### src/rtl/phy_tx_serdes_n.sv
// Multi-lane PHY transmit serializer: COM sync burst after reset, then per-lane data/IDLE symbols.
// Optional periodic SKP insertion is enabled by defining PHY_TX_SKP_EN.
module phy_tx_serdes_n #(
  parameter int unsigned      LANES        = 2,
  parameter int unsigned      WIDTH        = 8,
  parameter logic [WIDTH-1:0] COM_SYM      = 8'hBC,
  parameter logic [WIDTH-1:0] IDL_SYM      = 8'h7C,
  parameter int unsigned      COM_COUNT    = 4,
  parameter logic [WIDTH-1:0] SKP_SYM      = 8'h1C,
  parameter int unsigned      SKP_INTERVAL = 16
) (
  input  logic                   clk_8f,
  input  logic                   reset,
  input  logic [LANES*WIDTH-1:0] data_in,
  input  logic [LANES-1:0]       valid_in,
  input  logic [LANES-1:0]       lane_en,
  output logic                   sym_req,
  output logic [LANES-1:0]       serial_out,
  output logic                   active_out
);

  localparam int unsigned     CntW    = $clog2(WIDTH);
  localparam int unsigned     ComW    = $clog2(COM_COUNT + 1);
  localparam logic [CntW-1:0] LastBit = CntW'(WIDTH - 1);
  localparam logic [ComW-1:0] LastCom = ComW'(COM_COUNT - 1);

  if (WIDTH < 4 || COM_COUNT < 1 || SKP_INTERVAL < 2 || $bits(SKP_SYM) != WIDTH)
  begin : gen_bad_params
    $error("phy_tx_serdes_n: illegal parameter combination");
  end

  typedef enum logic {StSync, StActive} state_e;

  state_e                        state_q, state_d;
  logic [CntW-1:0]               cnt_q, cnt_d;
  logic [ComW-1:0]               com_cnt_q, com_cnt_d;
  logic [LANES-1:0][WIDTH-1:0]   shreg_q, shreg_d;
  logic                          load;
  logic                          skp_slot;

`ifdef PHY_TX_SKP_EN
  localparam int unsigned     SlotW    = $clog2(SKP_INTERVAL);
  localparam logic [SlotW-1:0] LastSlot = SlotW'(SKP_INTERVAL - 1);

  logic [SlotW-1:0] slot_q, slot_d;

  always_ff @(posedge clk_8f) begin
    if (reset) begin
      slot_q <= '0;
    end else begin
      slot_q <= slot_d;
    end
  end

  // Slot only advances on ACTIVE load edges; the last slot of each period carries SKP.
  always_comb begin
    skp_slot = (slot_q == LastSlot);
    slot_d   = slot_q;
    if (load && state_q == StActive) begin
      slot_d = skp_slot ? '0 : slot_q + SlotW'(1);
    end
  end
`else
  assign skp_slot = 1'b0;
`endif

  always_ff @(posedge clk_8f) begin
    if (reset) begin
      state_q   <= StSync;
      cnt_q     <= LastBit;
      com_cnt_q <= '0;
      shreg_q   <= '0;
    end else begin
      state_q   <= state_d;
      cnt_q     <= cnt_d;
      com_cnt_q <= com_cnt_d;
      shreg_q   <= shreg_d;
    end
  end

  always_comb begin
    load      = (cnt_q == LastBit);
    cnt_d     = load ? '0 : cnt_q + CntW'(1);
    state_d   = state_q;
    com_cnt_d = com_cnt_q;
    for (int i = 0; i < LANES; i++) begin
      shreg_d[i] = shreg_q[i] << 1;
    end

    if (load) begin
      if (state_q == StSync) begin
        com_cnt_d = com_cnt_q + ComW'(1);
        if (com_cnt_q == LastCom) begin
          state_d = StActive;
        end
      end
      for (int i = 0; i < LANES; i++) begin
        if (!lane_en[i]) begin
          shreg_d[i] = '0;
        end else if (state_q == StSync) begin
          shreg_d[i] = COM_SYM;
        end else if (skp_slot) begin
          shreg_d[i] = SKP_SYM;
        end else if (valid_in[i]) begin
          shreg_d[i] = data_in[i*WIDTH +: WIDTH];
        end else begin
          shreg_d[i] = IDL_SYM;
        end
      end
    end
  end

  always_comb begin
    for (int i = 0; i < LANES; i++) begin
      serial_out[i] = shreg_q[i][WIDTH-1];
    end
  end

  assign sym_req    = load && (state_q == StActive) && !skp_slot;
  assign active_out = (state_q == StActive);

endmodule

### config.mk
export PLATFORM = sky130hd
export DESIGN_NAME = phy_tx_serdes_n
export DESIGN_NICKNAME = d
export VERILOG_FILES = /design/src/rtl/phy_tx_serdes_n.sv
export SDC_FILE = /design/constraint.sdc
export NUM_CORES = 1
export LEC_CHECK = 0
export ABC_AREA = 0
export CAP_MARGIN = 20
export CORE_UTILIZATION = 45
export CTS_CLUSTER_SIZE = 30
export DETAILED_ROUTE_END_ITERATION = 8
export PLACE_DENSITY = 0.86
export SYNTH_ARGS = -nofsm -noshare
export SYNTH_HDL_FRONTEND = slang
export SYNTH_SLANG_ARGS = --single-unit
### constraint.sdc
create_clock -name clk_8f -period 1.7 [get_ports clk_8f]
set_input_delay 0.34 -clock clk_8f [delete_from_list [all_inputs] [get_ports clk_8f]]
set_output_delay 0.34 -clock clk_8f [all_outputs]
set_load 0.01 [all_outputs]
# Word-level counts from Yosys, hierarchy flattened
# Index checks and enable logic that the tools add are counted.
# word_totals
romBits,0
out_inout_bits,4
elab_cells,31
ramBits,0
latch_bits,0
reg_bits,23
mem_count,0
# classes
n_div,0
shift,0
magnitude_cmp,0
n_mul,0
add_sub_neg,2
reduce_logical,4
eq_ne,2
bitwise,6
muxes,10
# ops
cell,count
$mux 8,6
$mux 16,1
$reduce_or 5->1,2
$add 3x1->3 const B,2
$not 1->1,6
$eq 3x2->1 const B,1
$eq 3x3->1 const B,1
$mux 3,1
$mux 1,2
$reduce_and 2->1,1
$logic_and 1x1->1,1

# Depth between registers and ports, before layout
# depth
depth_word,4
mapped_depth,7
mapped_depth_nobuf,5

# Worst setup path before layout
# OpenSTA, ideal clock, no wires.
# synth_path
path_kind,reg-to-reg
start,register cnt_q[0]
end,register shreg_q[14] (netlist bit)
stages_incl_launch_ff,7
path_buffers,2
t_arrival_ps,1280
period_less_slack_ps,1339
setup_slack_ps,361
cell_sequence,dfxtp_1 ha_1 ha_1 buf_6 buf_6 nor2_1 a22o_1
# synth_between
elab_chain_len,2
# synth_rtl
element,line,rtl
from (decl),35,"logic [CntW-1:0] cnt_q, cnt_d;"
from (signal assigned),70,cnt_q <= LastBit;
from (signal assigned),75,cnt_q <= cnt_d;
$eq 3x3->1,82,load = (cnt_q == LastBit);
$mux 16,90,if (load) begin
to (signal assigned),77,shreg_q <= shreg_d;
to (decl),37,"logic [LANES-1:0][WIDTH-1:0] shreg_q, shreg_d;"
# No other way between the ends.
# A chain may end at the register's enable or synchronous reset.

# Final worst setup path
# layout_path
start,"register state_q, in the netlist active_out"
end,output active_out
# layout_rtl
element,line,rtl
from (decl),34,"state_e state_q, state_d;"
from (signal assigned),69,state_q <= StSync;
from (signal assigned),74,state_q <= state_d;
to (decl),19,output logic active_out
# No word-level cell between the ends.

==> impl_metrics.env <==
export IMPL_outcome="finished clean"
export IMPL_die_width_um=47.6
export IMPL_synth_fp_nets=120
export IMPL_critPathArrivalTime_ns=1.31
export IMPL_ant_nets=0
export IMPL_avgSynthCellArea_um2=9.96
export IMPL_ys_flop_type="dfxtp_1"
export IMPL_cts_repair_resized=5
export IMPL_cp_startpoint="active_out"
export IMPL_hold_buffers=0
export IMPL_ys_ff_latch=23
export IMPL_viasPerCell=5.17
export IMPL_syn_inst=94
export IMPL_clock_skew_ns=0.00290
export IMPL_fp_dieH_um=47.6
export IMPL_tightest_slew_ns=0.350
export IMPL_met3_length_um=79
export IMPL_vias=770
export IMPL_post_route_period_util_pct=96.9
export IMPL_crit_family="buffers and inverters"
export IMPL_multi_input_area_um2=420
export IMPL_slew_headroom_pct=76.6
export IMPL_synth_area_um2=936
export IMPL_cts_tree="built"
export IMPL_min_from="cnt_q[0]"
export IMPL_power_density_mw_per_mm2=938
export IMPL_layout_setup_ws_ns=0.0531
export IMPL_cp_end_kind="output pin"
export IMPL_wl_per_cell_um=12.4
export IMPL_grt_pass1_vias=758
export IMPL_diodes=0
export IMPL_gp_congestion=0.756
export IMPL_startpoint_type="register"
export IMPL_dr_wl_met2_um=930
export IMPL_synth_enable_flop_cells=0
export IMPL_grt_max_degree=18
export IMPL_drv_slew=0
export IMPL_postPlaceCellArea_mm2=0.00121
export IMPL_reg2regPathDepth=6
export IMPL_path_buf_inv=1
export IMPL_cts_root_buf="clkbuf_4"
export IMPL_cp_slowest_cell="clkdlybuf4s50_1"
export IMPL_layout_common_cells="24 x clkdlybuf4s50_1, 22 x dfxtp_1, 13 x nor2_1"
export IMPL_topRoutingLayerUsed="met4"
export IMPL_htreeDepth=1
export IMPL_cap_violations=0
export IMPL_grt_use_total_pct=19.2
export IMPL_hold_viol=0
export IMPL_numCtsBuffers=3
export IMPL_slowest_delay_ns=0.57
export IMPL_area_growth_pct=31.7
export IMPL_p_leak_nw=0.493
export IMPL_instances_no_fill=149
export IMPL_num_io_pins=26
export IMPL_rrSetupSlack_ns=0.21
export IMPL_fill_cells=186
export IMPL_grt_first_pass_wirelength_um=2990
export IMPL_ys_types=23
export IMPL_clk_latency_ns=0.30
export IMPL_ir_drop_v=0.000692
export IMPL_clk_pin_slew_ns=0.12
export IMPL_yosysWarnings=0
export IMPL_wirelength_um=1850
export IMPL_drc=0
export IMPL_drtPass1Iterations=3
export IMPL_pre_cts_ws_ns=0.0409
export IMPL_drive_above_1_share_pct=12.3
export IMPL_tns_ns=0
export IMPL_ys_seq_area_share_pct=49.2
export IMPL_final_common_cell="clkdlybuf4s50_1"
export IMPL_drtIter0Drc=7
export IMPL_max_freq_mhz=607
export IMPL_core_region_area_mm2=0.00196
export IMPL_rsz0062_at_grt="false"
export IMPL_stdcell_area_mm2=0.00123
export IMPL_clock_sinks=23
export IMPL_cp_endpoint="active_out"
export IMPL_start_util_pct=47.7
export IMPL_nets=149
export IMPL_antenna_found_initial=0
export IMPL_min_path_type="register to register"
export IMPL_finalSetupViolCount=0
export IMPL_crit_type="register to output pin"
export IMPL_placementRows=16
export IMPL_required_ns=1.36
export IMPL_timing_rr_end="shreg_q[11]"
export IMPL_cts_buffer_depth=2
export IMPL_dp_cells=145
export IMPL_min_period_ns=1.65
export IMPL_path_cells="clkdlybuf4s50_1"
export IMPL_met1_length_um=799
export IMPL_overflow=0
export IMPL_place_hpwl_um=1410
export IMPL_portBuffers=25
export IMPL_postCtsSetupBuffers=0
export IMPL_dieArea_mm2=0.00227
export IMPL_seqCellArea_um2=462
export IMPL_timing_rr_start="cnt_q[0]"
export IMPL_cp_depth=1
export IMPL_power_mw=1.16
export IMPL_ys_async_sr_fraction_pct=0
export IMPL_crit_fanout=5
## sequential cells by signal, indices dropped and copies added, names as in the netlist
register / count
com_cnt_q: 3
shreg_q: 14
serial_out: 2
cnt_q: 3
active_out: 1
## final cells by class
class / instances / share of cell area, %
Inverter: 2 / 0.609
Timing Repair Buffer: 30 / 22.9
Multi-Input combinational cell: 63 / 34.1
Sequential cell: 23 / 37.5
Tap cell: 27 / 2.74
Clock buffer: 4 / 2.13
## worst min path at each step
stage	end	slack [ns]	depth (start not counted)
floorplan	serial_out[1]	0.40	1
global placement	serial_out[1]	0.41	1
detailed placement	serial_out[1]	0.42	1
CTS	cnt_q[0]	0.43	1
global route	cnt_q[0]	0.44	1
finish	cnt_q[0]	0.43	1
## power by group
part,switching [mW],internal [mW]
combinational,0.124,0.155
clock,0.155,0.0915
sequential,0.0254,0.604
## synth_stat cells (4+ instances only)
| library cell | number | area (µm²) |
|---|---|---|
| nand2b_1 | 11 | 68.8 |
| a211oi_1 | 10 | 75.1 |
| nor2_1 | 13 | 48.8 |
| dfxtp_1 | 23 | 460 |
| nand2_1 | 4 | 15.0 |
| ha_1 | 4 | 50.1 |
## metrics by stage
step                hold WS (ns)  util, %
finish                     0.427     62.8
global route               0.438     62.8
CTS                        0.430     62.8
detailed placement         0.424     61.7
global placement           0.412     61.7
floorplan                  0.403        -
## layer usage
metal  track usage [%]  vias up
met5                 0        -
met2              37.0       21
met3              3.40        4
met4              8.33        0
li1                  -      382
met1              20.2      363
## logic make-up after synthesis
| group | share of synthesized area, % |
|---|---|
| mux | 1.07 |
| fa+ha+maj | 5.35 |
| simple gates | 22.1 |
| buf+inv | 5.88 |
| xor+xnor | 0.936 |
| compound gates | 15.5 |
| flops | 49.2 |
(Power assumes the default switching activity.)
